**src/rtl/lsu_mem_master.sv**
```systemverilog
// rtl/lsu_mem_master.sv - byte/half/word load-store unit with read-modify-write on a word-only memory
// Optional feature macro: LSU_MISALIGN_TRAP_EN (report misaligned accesses instead of aligning them down)
module lsu_mem_master (
    input  logic        CLK,
    input  logic        RST_N,
    input  logic        REQ_VALID,
    output logic        REQ_READY,
    input  logic        REQ_WE,
    input  logic [1:0]  REQ_SIZE,
    input  logic        REQ_UNSIGNED,
    input  logic [31:0] REQ_ADDR,
    input  logic [31:0] REQ_WDATA,
    output logic        RSP_VALID,
    input  logic        RSP_READY,
    output logic [31:0] RSP_RDATA,
    output logic        RSP_ERR,
    output logic        MEM_WE,
    output logic [31:0] MEM_A,
    output logic [31:0] MEM_WD,
    input  logic [31:0] MEM_RD
);

    typedef enum logic [1:0] {S_IDLE, S_READ, S_WRITE, S_RESP} state_t;

    state_t      state_q, state_d;
    logic        req_ready_q, req_ready_d;
    logic        rsp_valid_q, rsp_valid_d;
    logic [31:0] rdata_q, rdata_d;
    logic        mem_we_q, mem_we_d;
    logic [31:0] mem_a_q, mem_a_d;
    logic [31:0] mem_wd_q, mem_wd_d;
    logic        we_q, we_d;
    logic [1:0]  size_q, size_d;
    logic        uns_q, uns_d;
    logic [31:0] addr_q, addr_d;
    logic [31:0] wdata_q, wdata_d;
    logic [31:0] eff_addr;

    // Size 2'b11 behaves as a word everywhere, so only size[1] is tested for "word".
    function automatic logic [31:0] align_addr(input logic [31:0] a, input logic [1:0] sz);
        logic [31:0] r;
        r = a;
        if (sz == 2'b01) r[0] = 1'b0;
        else if (sz[1]) r[1:0] = 2'b00;
        return r;
    endfunction

    function automatic logic [31:0] load_extract(input logic [31:0] w, input logic [1:0] sz,
                                                 input logic [1:0] lane, input logic uns);
        logic [7:0]  b;
        logic [15:0] h;
        b = w[{lane, 3'b000} +: 8];
        h = lane[1] ? w[31:16] : w[15:0];
        case (sz)
            2'b00:   return {{24{b[7] & ~uns}}, b};
            2'b01:   return {{16{h[15] & ~uns}}, h};
            default: return w;
        endcase
    endfunction

    function automatic logic [31:0] store_merge(input logic [31:0] old, input logic [31:0] wd,
                                                input logic [1:0] sz, input logic [1:0] lane);
        logic [31:0] r;
        r = old;
        case (sz)
            2'b00:   r[{lane, 3'b000} +: 8] = wd[7:0];
            2'b01:   r[{lane[1], 4'b0000} +: 16] = wd[15:0];
            default: r = wd;
        endcase
        return r;
    endfunction

`ifdef LSU_MISALIGN_TRAP_EN
    logic err_q, err_d;

    function automatic logic is_misaligned(input logic [31:0] a, input logic [1:0] sz);
        return ((sz == 2'b01) && a[0]) || (sz[1] && (a[1:0] != 2'b00));
    endfunction
`endif

    assign eff_addr = align_addr(REQ_ADDR, REQ_SIZE);

    always_comb begin
        state_d     = state_q;
        req_ready_d = req_ready_q;
        rsp_valid_d = rsp_valid_q;
        rdata_d     = rdata_q;
        mem_we_d    = mem_we_q;
        mem_a_d     = mem_a_q;
        mem_wd_d    = mem_wd_q;
        we_d        = we_q;
        size_d      = size_q;
        uns_d       = uns_q;
        addr_d      = addr_q;
        wdata_d     = wdata_q;
`ifdef LSU_MISALIGN_TRAP_EN
        err_d       = err_q;
`endif
        case (state_q)
            S_IDLE: begin
                if (REQ_VALID) begin
                    we_d        = REQ_WE;
                    size_d      = REQ_SIZE;
                    uns_d       = REQ_UNSIGNED;
                    addr_d      = eff_addr;
                    wdata_d     = REQ_WDATA;
                    mem_a_d     = {eff_addr[31:2], 2'b00};
                    rdata_d     = 32'd0;
                    req_ready_d = 1'b0;
`ifdef LSU_MISALIGN_TRAP_EN
                    err_d       = 1'b0;
`endif
                    if (REQ_WE && REQ_SIZE[1]) begin
                        mem_wd_d = REQ_WDATA;
                        mem_we_d = 1'b1;
                        state_d  = S_WRITE;
                    end else begin
                        state_d  = S_READ;
                    end
`ifdef LSU_MISALIGN_TRAP_EN
                    if (is_misaligned(REQ_ADDR, REQ_SIZE)) begin
                        err_d       = 1'b1;
                        mem_we_d    = 1'b0;
                        rsp_valid_d = 1'b1;
                        state_d     = S_RESP;
                    end
`endif
                end
            end
            S_READ: begin
                if (we_q) begin
                    mem_wd_d = store_merge(MEM_RD, wdata_q, size_q, addr_q[1:0]);
                    mem_we_d = 1'b1;
                    state_d  = S_WRITE;
                end else begin
                    rdata_d     = load_extract(MEM_RD, size_q, addr_q[1:0], uns_q);
                    rsp_valid_d = 1'b1;
                    state_d     = S_RESP;
                end
            end
            S_WRITE: begin
                mem_we_d    = 1'b0;
                rsp_valid_d = 1'b1;
                state_d     = S_RESP;
            end
            S_RESP: begin
                if (RSP_READY) begin
                    rsp_valid_d = 1'b0;
                    req_ready_d = 1'b1;
                    state_d     = S_IDLE;
                end
            end
            default: state_d = S_IDLE;
        endcase
    end

    always_ff @(posedge CLK) begin
        if (!RST_N) begin
            state_q     <= S_IDLE;
            req_ready_q <= 1'b1;
            rsp_valid_q <= 1'b0;
            rdata_q     <= 32'd0;
            mem_we_q    <= 1'b0;
            mem_a_q     <= 32'd0;
            mem_wd_q    <= 32'd0;
            we_q        <= 1'b0;
            size_q      <= 2'b00;
            uns_q       <= 1'b0;
            addr_q      <= 32'd0;
            wdata_q     <= 32'd0;
`ifdef LSU_MISALIGN_TRAP_EN
            err_q       <= 1'b0;
`endif
        end else begin
            state_q     <= state_d;
            req_ready_q <= req_ready_d;
            rsp_valid_q <= rsp_valid_d;
            rdata_q     <= rdata_d;
            mem_we_q    <= mem_we_d;
            mem_a_q     <= mem_a_d;
            mem_wd_q    <= mem_wd_d;
            we_q        <= we_d;
            size_q      <= size_d;
            uns_q       <= uns_d;
            addr_q      <= addr_d;
            wdata_q     <= wdata_d;
`ifdef LSU_MISALIGN_TRAP_EN
            err_q       <= err_d;
`endif
        end
    end

    assign REQ_READY = req_ready_q;
    assign RSP_VALID = rsp_valid_q;
    assign RSP_RDATA = rdata_q;
    // A reset asserted during WRITE must suppress the strobe in that same cycle.
    assign MEM_WE    = mem_we_q & RST_N;
    assign MEM_A     = mem_a_q;
    assign MEM_WD    = mem_wd_q;
`ifdef LSU_MISALIGN_TRAP_EN
    assign RSP_ERR   = err_q;
`else
    assign RSP_ERR   = 1'b0;
`endif

endmodule

```
**config.mk**
```make
export PLATFORM = sky130hd
export DESIGN_NAME = lsu_mem_master
export DESIGN_NICKNAME = d
export VERILOG_FILES = /design/src/rtl/lsu_mem_master.sv
export SDC_FILE = /design/constraint.sdc
export NUM_CORES = 1
export LEC_CHECK = 0
export ABC_CLOCK_PERIOD_IN_PS = 3300
export CAP_MARGIN = 20
export CELL_PAD_IN_SITES_DETAIL_PLACEMENT = 1
export CELL_PAD_IN_SITES_GLOBAL_PLACEMENT = 1
export CORE_ASPECT_RATIO = 2
export CORE_MARGIN = 2
export CORE_UTILIZATION = 35
export DETAILED_ROUTE_END_ITERATION = 10
export HOLD_SLACK_MARGIN = 0.12
export PLACE_DENSITY_LB_ADDON = 0.1
export RECOVER_POWER = 100
export SLEW_MARGIN = 20
export SYNTH_ARGS = -nofsm -noshare
export SYNTH_HDL_FRONTEND = slang
export SYNTH_SLANG_ARGS = --single-unit
```
**constraint.sdc**
```tcl
create_clock -name CLK -period 3.3 [get_ports CLK]
set_input_delay 0.66 -clock CLK [delete_from_list [all_inputs] [get_ports CLK]]
set_output_delay 0.66 -clock CLK [all_outputs]
set_load 0.02 [all_outputs]
```
After elaboration in Yosys (flattened, before gate mapping):

Index checks and enable logic that the tools add are counted.

* flip-flop bits (word level): 137
* input port bits: 104
* logic and storage cells: 77

* $add $sub $neg: 2
* equality and inequality tests: 10
* shifts and indexed selects: 5
* mux-type cells: 30
* bitwise gates (word level): 4
* reductions and logical operators: 14

Operators by type and width (count)
* case mux 32 bit (2 select lines): 4
* two-way mux 32 bit: 5
* bitwise mux 32 bit: 2
* variable shift 16 x 7 -> 32 bit (first input constant): 1
* variable shift 8 x 7 -> 32 bit (first input constant): 1
* variable part select 16 x 7 -> 32 bit: 1
* variable part select 32 x 6 -> 8 bit: 1
* variable part select 8 x 7 -> 32 bit: 1
* two-way mux 16 bit: 1
* negator 5 -> 7 bit: 2
* two-way mux 1 bit: 10
* inequality test 2 bit (second input constant): 5
* AND reduction 3 bit: 3
* two-way mux 2 bit: 4
* case mux 2 bit (4 select lines): 1
* AND reduction 4 bit: 2
* equality test 2 x 1 -> 1 bit (second input constant): 3
* case mux 1 bit (3 select lines): 2
* nonzero test 3 bit: 2
* equality test 2 bit (second input constant): 2
* zero test 2 bit: 2
* AND reduction 2 bit: 2
* nonzero test 2 bit: 2
* AND 1 bit: 3
* 3 further kinds: 3

Depth between registers and ports, before layout:

Gate-level depths: netlist of run 1.

* word-level depth: 6
* gate-level depth with buffers: 9

Worst setup path after synthesis of run 1:

Ideal clock, no wire load.

* path type: reg2reg
* start: register addr_q[0]
* end: register mem_wd_q[11] (netlist: MEM_WD[11])
* arrival time: 2.277 ns
* data required time: 3.226 ns
* slack: 0.949 ns
* stages on the path, launching flop included: 10
* buffers on the path: 3
* cell sequence: dfxtp_1 clkbuf_1 buf_2 inv_1 ha_1 nor3b_2 and4_1 clkbuf_1 a221oi_1 o21ai_0

* longest elaborated chain between the ends: 6

Ends and longest elaborated chain
* start, declared: RTL line 35 `logic [31:0] addr_q, addr_d;`
* start signal, assigned: RTL line 185 `addr_q <= addr_d;`
* negator 5 -> 7 bit (*): RTL line 66 `2'b00: r[{lane, 3'b000} +: 8] = wd[7:0];`
* variable part select 8 x 7 -> 32 bit or variable shift 8 x 7 -> 32 bit (tied branches): RTL line 66
* bitwise mux 32 bit (*): RTL line 66
* case mux 32 bit (2 select lines) (*): RTL line 65 `case (sz)`
* two-way mux 32 bit (*): RTL line 131 `if (we_q) begin`
* case mux 32 bit (2 select lines) (*): RTL line 99 `case (state_q)`
* end signal, assigned: RTL line 181 `mem_wd_q <= mem_wd_d;`
* end, declared: RTL line 31 `logic [31:0] mem_wd_q, mem_wd_d;`

Mark *: on every way between the ends. The rest lies on a longest branch, timed or not. The select of a mux whose other input is x is not followed.
A chain may end at the register's enable or synchronous reset.

Final worst setup path of run 1:

* start: register size_q[1]
* end: register mem_wd_q[10] (netlist: MEM_WD[10])

* longest elaborated chain between the ends: 4

Ends and longest elaborated chain
* start, declared: RTL line 33 `logic [1:0] size_q, size_d;`
* start signal, assigned: RTL line 183 `size_q <= size_d;`
* equality test 2 x 1 -> 1 bit or zero test 2 bit (tied branches): RTL line 65
* case mux 32 bit (2 select lines) (*): RTL line 65
* two-way mux 32 bit (*): RTL line 131
* case mux 32 bit (2 select lines) (*): RTL line 99

Marks and branches as above.

==> results by group, run 1 <==
Power
  – Maximum vdd drop: 0.476 mV
  – Power per cell area: 805 nW/um^2
  – P_sw: 3.13 mW
  – Sw Ratio: 39.9%
  – Logic gate share of total power: 41.6%
  – Clock share of power: 28.1%
  – Lkg Pwr: 3.71 nW
  – Sequential power share: 30.3%
  – Power Internal: 4.73 mW

Yosys
  – Yosys top cell by area: dfxtp_1
  – Top_reg_cell synth: dfxtp_1
  – Share of async-settable or async-resettable flops after synthesis: 0%
  – Synthesized area per cell: 8.47 sq um
  – Top cells by area, synth: dfxtp_1 39%, nand2_1 8.1%, a21boi_0 7.3%
  – Warnings from Yosys: 0
  – EDFF count, synth: 0
  – Mapped Area: 6960 sq um
  – Cells after Synth: 822
  – Netlist cell types: 58
  – Synth Register Bits: 137
  – Synth top area share: 39.4%
  – Sequential area share after synthesis: 39.4%

Setup path
  – Largest fanout on the critical path: 29
  – CP Class: flop to flop
  – CP Capture Type: flop
  – WP data arrival: 3.07 ns
  – Worst path cell trace: inv_1, and4_1, a221oi_1, o21ai_0
  – Slowest CP cell: dfxtp_1
  – Startpoint types: flop
  – CP required: 3.60 ns
  – Max incr delay on CP: 1.09 ns

Clocking
  – Clock sink count: 137
  – Post_cts resized: 0
  – Hold buffers post-CTS: 0
  – TritonCTS Buffers: 17
  – Post-CTS Setup Repair Bufs: 0
  – H-tree depth: 4
  – Clock Path Buffers: 2
  – CTS tree: done
  – Clk slew on worst S/H paths: 0.06 ns
  – Worst skew pair latency: 0.44 ns
  – Root Buffer: clkbuf_16

Detailed routing
  – Vias per cell: 5.54
  – Routed via count: 6968
  – Drt drc: 0
  – Final WL: 26000 um
  – DRT iter0 DRCs: 266
  – Routed wire per std cell: 20.6 um
  – Remaining antenna violation count after routing: 0
  – Iteration count of the initial detailed-routing pass: 5

Global routing
  – Largest net degree at the start of global routing: 88
  – Met1 Resource Use GR: 25.9%
  – Gr ovfl total: 0
  – Met3 usage: 5.88%
  – Met2 Resource Use GR: 44.9%
  – Total track usage: 24.8%
  – First-pass GRT wire length: 40400 um
  – Grt peak-use layer: met2
  – Initial antenna violation count: 0
  – Vias in the first global route: 7238

STA
  – F_max: 361 MHz
  – Unrepaired setup endpoints after global routing: false
  – Hold Slack: 0.462 ns
  – Final setup vio count: 0
  – Final Hold Fails: 0
  – Slew at the pin with the worst max-slew slack: 1.17 ns
  – Setup slack after layout: 0.528 ns
  – Clock Skew: 0.00896 ns
  – Final Max Tran Viols: 0
  – Tmin final: 2.77 ns
  – Fin crit share: 84.0%
  – Setup TNS: 0 ns
  – Relative slew slack: 22.2%

Floorplanning
  – Die height: 203 um
  – Cell Rows: 73
  – Die X-Extent: 104 um
  – Initial Util: 35.3%
  – Die ar.: 21100 sq um
  – Core Area: 19700 sq um
  – # IOs: 204

Final layout
  – Area grow syn2layout: 40.3%
  – Antenna Cells: 0
  – Layout cell share with drive strength beyond 1: 7.33%
  – Post-layout util: 49.5%
  – NumNets Final: 1097

Place
  – IO Port Bufs: 200
  – Place WS: 0.605 ns
  – GP Congestion: 0.860
  – Dpl hpwl: 19200 um

Job
  – Number of max-cap violations: 0

Min path
  – Hold Path Class: flop to flop

Outcome
  – Outcome: completed
-- metal layers --
metal,vias to the layer above,routed length [um],part of all wire (%)
li1,3302,-,-
met1,3358,9550,37
met2,249,13600,52
met3,59,1400,5.4
met4,0,1410,5.4
met5,-,0,0
-- power by group through the flow --
stage          Clock (mW)  Sequential, mW  Combinational, mW
2_1_floorplan           0            2.71               1.67
3_3_place_gp            0            2.43               3.39
3_5_place_dp            0            2.43               3.43
4_1_cts              2.25            2.40               3.45
5_1_grt              2.33            2.44               3.57
6_report             2.21            2.38               3.27
-- Yosys cell counts (all sizes together) (9+ instances only) --
cell type  number
nand3          28
nand2b         26
dfxtp         137
a22o           18
mux2i           9
o21ai          44
a31oi           9
ha             10
a221o          13
a21oi          35
o2bb2ai        13
inv            17
a221oi         21
a21boi         69
buf            30
nand2         150
clkbuf         52
nor2           19
o211ai         23
o2111ai        13
nor2b          11
-- path summary, 6_finish.rpt --
kind              from          to  slack, ns  cells after the start
min reg2reg   MEM_A[2]    MEM_A[2]       0.46                      2
max reg2reg  size_q[1]  MEM_WD[10]       0.53                      4
max          size_q[1]  MEM_WD[10]       0.53                      4
min           MEM_A[2]    MEM_A[2]       0.46                      2
-- worst max-delay path: cells and delay by family, from the launching register on --
kind,cells,cell delay [ns]
AO/OA/AOI/OAI,2,0.69
flip-flops,1,1.09
buffers and inverters,1,0.45
AND/OR/NAND/NOR,1,0.40
-- final cells by class --
class	count	area, sq um
clock inverters	15	248
inverters	17	63.8
well taps	262	328
repair buffers	222	2150
clock buffers	17	425
multi-input cells	588	3810
fillers	2342	9960
flip-flops and latches	137	2740
-- state kept, by name (all words and copies together) (netlist names) --
name / count
MEM_WD: 32
RSP_RDATA: 32
wdata_q: 32
MEM_A: 30
addr_q: 2
size_q: 2
state_q: 2
REQ_READY: 1
RSP_VALID: 1
mem_we_q: 1
uns_q: 1
we_q: 1
-- logic make-up (layout without fill, tap and decap cells) --
logic type | count (synthesis) | count (layout) | share of synthesized area [%]
buf+inv | 99 | 271 | 6.07
simple gates | 261 | 261 | 17.4
compound gates | 296 | 296 | 31.6
other cells | 1 | 3 | 0.0538
fa+ha+maj | 10 | 10 | 1.80
mux | 18 | 18 | 3.67
flops | 137 | 137 | 39.4
-- stage by stage --
stage,area [sq um],std cells,total power [mW]
3_3_place_gp,9110,1226,5.81
5_1_grt,9770,1258,8.34
6_report,9770,1258,7.87
2_1_floorplan,6970,824,4.38
4_1_cts,9790,1258,8.10
3_5_place_dp,9110,1226,5.86
-- cells in the final DEF, fill, tap and decap left out, drive strengths merged, types with 6 or more instances in the layout --
| master | count |
|---|---|
| o2bb2ai | 13 |
| nand3 | 28 |
| clkbuf | 23 |
| o2111ai | 13 |
| a221o | 13 |
| dfxtp | 137 |
| a221oi | 21 |
| o211ai | 23 |
| mux2i | 9 |
| nor2b | 11 |
| nand2b | 26 |
| and2 | 6 |
| inv | 18 |
| a21boi | 69 |
| a31oi | 9 |
| nor2 | 19 |
| a22o | 18 |
| clkdlybuf4s50 | 101 |
| a2bb2oi | 8 |
| a21oi | 35 |
| bufinv | 6 |
| dlygate4sd3 | 98 |
| buf | 17 |
| o21ai | 44 |
| nand2 | 150 |
| ha | 10 |
(Power assumes the default switching activity.)
==> inputs of run 2 (changes only) <==
- ABC_CLOCK_PERIOD_IN_PS: 3300 -> 2350
- CORE_UTILIZATION: 35 -> 32
- clock period: 3.3 -> 2.35 ns (I/O delays scaled with it)
==> run 2 against run 1 <==
Cell count rose by 2.8%. Utilization decreased by 3.2 points. Largest power group unchanged. Critical endpoint unchanged. Cell area increased by 1.9%. Global-route usage shrank 0.75 points. Clock power up 31%. Clock skew shrank 0.0013 ns. First-iteration DRC count down 2.6%. Worst setup slack got worse by 0.34 ns. Sequential share of layout area fell by 0.51 points. Register-to-register slack lost 0.34 ns. Non-clock buffer count rose by 24. Clock-buffer cell count is the same.
==> results by group, run 2 (synthesis results as in run 1) <==
Outcome
  – Outcome: completed (unchanged)

Place
  – GP Congestion: 0.854 (was 0.860)
  – Dpl hpwl: 20300 um (was 19200 um)
  – IO Port Bufs: 200 (unchanged)
  – Place WS: 0.0262 ns (was 0.605 ns)

Clocking
  – Worst skew pair latency: 0.44 ns (about the same)
  – Clock sink count: 137 (unchanged)
  – TritonCTS Buffers: 17 (unchanged)
  – CTS tree: done (unchanged)
  – Post_cts resized: 0 (unchanged)
  – Clk slew on worst S/H paths: 0.06 ns (about the same)
  – Hold buffers post-CTS: 0 (unchanged)
  – Clock Path Buffers: 2 (unchanged)
  – Root Buffer: clkbuf_16 (unchanged)
  – Post-CTS Setup Repair Bufs: 0 (unchanged)
  – H-tree depth: 4 (unchanged)

STA
  – Final Hold Fails: 0 (unchanged)
  – Fin crit share: 91.9% (was 84.0%)
  – Setup slack after layout: 0.191 ns (was 0.528 ns)
  – F_max: 463 MHz (was 361 MHz)
  – Final setup vio count: 0 (unchanged)
  – Clock Skew: 0.00768 ns (was 0.00896 ns)
  – Final Max Tran Viols: 0 (unchanged)
  – Setup TNS: 0 ns (unchanged)
  – Tmin final: 2.16 ns (was 2.77 ns)
  – Unrepaired setup endpoints after global routing: false (unchanged)
  – Relative slew slack: 48.3% (was 22.2%)
  – Hold Slack: 0.459 ns (was 0.462 ns)
  – Slew at the pin with the worst max-slew slack: 0.775 ns (was 1.17 ns)

Job
  – Number of max-cap violations: 0 (unchanged)

Floorplanning
  – Die height: 213 um (was 203 um)
  – Initial Util: 32.4% (was 35.3%)
  – Die ar.: 23000 sq um (was 21100 sq um)
  – # IOs: 204 (unchanged)
  – Die X-Extent: 108 um (was 104 um)
  – Core Area: 21500 sq um (was 19700 sq um)
  – Cell Rows: 76 (was 73)

Detailed routing
  – Routed via count: 7007 (was 6968)
  – Iteration count of the initial detailed-routing pass: 4 (was 5)
  – Vias per cell: 5.42 (was 5.54)
  – Routed wire per std cell: 20.7 um (was 20.6 um)
  – DRT iter0 DRCs: 259 (was 266)
  – Final WL: 26800 um (was 26000 um)
  – Drt drc: 0 (unchanged)
  – Remaining antenna violation count after routing: 0 (unchanged)

Min path
  – Hold path endpoint: wdata_q[19] (was MEM_A[2])
  – Startpoint of the worst hold path: wdata_q[19] (was MEM_A[2])
  – Min-Delay Path Depth: 2 (unchanged)
  – Hold Path Class: flop to flop (unchanged)

Global routing
  – Gr ovfl total: 0 (unchanged)
  – Total track usage: 24.0% (was 24.8%)
  – First-pass GRT wire length: 41800 um (was 40400 um)
  – Largest net degree at the start of global routing: 80 (was 88)
  – Vias in the first global route: 7359 (was 7238)
  – Initial antenna violation count: 0 (unchanged)

Setup path
  – WP data arrival: 2.46 ns (was 3.07 ns)
  – CP Capture Type: flop (unchanged)
  – Reg2Reg Launch Point: state_q[1] (was size_q[1])
  – Slack of the worst reg-to-reg path: 0.19 ns (was 0.53 ns)
  – Worst reg2reg path depth: 8 (was 4)
  – Worst path cell trace: inv_1, ha_1, clkbuf_1, nor2b_1, buf_4, a2bb2oi_1, a221oi_1, o21ai_0 (was inv_1, and4_1, a221oi_1, o21ai_0)
  – Slowest CP cell: a221oi_1 (was dfxtp_1)
  – Startpoint types: flop (unchanged)
  – CP Class: flop to flop (unchanged)
  – CP required: 2.65 ns (was 3.60 ns)
  – Largest fanout on the critical path: 8 (was 29)
  – RR Endpoint: MEM_WD[10] (unchanged)
  – Max incr delay on CP: 0.43 ns (was 1.09 ns)

Final layout
  – Layout cell share with drive strength beyond 1: 9.12% (was 7.33%)
  – Fill count: 2541 (was 2342)
  – Most common cell after layout, fill and taps aside: nand2_1 (unchanged)
  – Area grow syn2layout: 42.9% (was 40.3%)
  – Most frequent cells in the layout: 149 x nand2_1, 136 x dfxtp_1, 102 x clkdlybuf4s50_1 (was 149 x nand2_1, 137 x dfxtp_1, 101 x clkdlybuf4s50_1)
  – Antenna Cells: 0 (unchanged)
  – NumNets Final: 1121 (was 1097)

Power
  – Power per cell area: 1120 nW/um^2 (was 805 nW/um^2)
  – Lkg Pwr: 3.81 nW (was 3.71 nW)
  – Maximum vdd drop: 0.691 mV (was 0.476 mV)
## run 2: cell types whose count changed in the layout (fill, tap and decap cells not counted), moves of 2 or more
cell / before / now
bufinv_16: 6 / 4
clkbuf_2: 4 / 6
clkbuf_4: 0 / 2
buf_4: 17 / 27
clkinv_2: 2 / 4
buf_12: 0 / 5
clkbuf_1: 2 / 7
## run 2: how the worst max path moves through the flow
stage / start / endpoint / slack [ns]
finish: state_q[1] / MEM_WD[10] / 0.19
global route: addr_q[1] / MEM_WD[2] / 0.04
CTS: state_q[1] / RSP_RDATA[19] / 0.20
detailed placement: REQ_VALID / RSP_RDATA[18] / 0.03
global placement: MEM_RD[15] / RSP_RDATA[28] / 0.08
floorplan: addr_q[1] / MEM_WD[11] / 0.08
## run 2: area by class of cell
type | instances | area [sq um] | share of cell area, %
Clock buffer | 17 | 425 | 4.27
Clock inverter | 15 | 199 | 2.00
Inverter | 17 | 63.8 | 0.641
Multi-Input combinational cell | 588 | 3810 | 38.3
Sequential cell | 137 | 2740 | 27.6
Tap cell | 273 | 342 | 3.43
Timing Repair Buffer | 246 | 2370 | 23.8
## run 2: where the power goes
part	total [mW]	leakage, nW	switching [mW]	internal (mW)
combinational	4.91	2.39	2.95	1.96
sequential	3.34	1.12	0.426	2.92
clock	2.89	0.303	1.11	1.78
total	11.1	3.81	4.48	6.66
## run 2: stage by stage
stage	instances	power (mW)	area (sq um)	utilization, %
6_report	1293	11.1	9950	46.3
4_1_cts	1293	11.6	10000	46.6
3_3_place_gp	1261	8.58	9380	43.7
5_1_grt	1293	11.9	9950	46.3
3_5_place_dp	1261	8.63	9380	43.7
2_1_floorplan	824	6.15	6970	-
## run 2: critical path: cells and delay by family (launching register included)
kind	cells	cell delay, ns
AO/OA/AOI/OAI	3	0.66
buffers and inverters	3	0.55
flip-flops	1	0.35
adder cells (fa/ha/maj)	1	0.29
AND/OR/NAND/NOR	1	0.17
## run 2: layer usage
| metal | vias to the layer above | GRT usage (%) | wire, um |
|---|---|---|---|
| met2 | 222 | 42.5 | 14000 |
| li1 | 3355 | - | - |
| met4 | 0 | 14.1 | 1400 |
| met5 | - | 0 | 0 |
| met3 | 60 | 5.27 | 1420 |
| met1 | 3370 | 25.8 | 10000 |
==> inputs of run 3 (changes only) <==
- SLEW_MARGIN: 20 -> not set
==> results of run 3 <==
Final layout, timing and power as in run 2 (identical DEF).
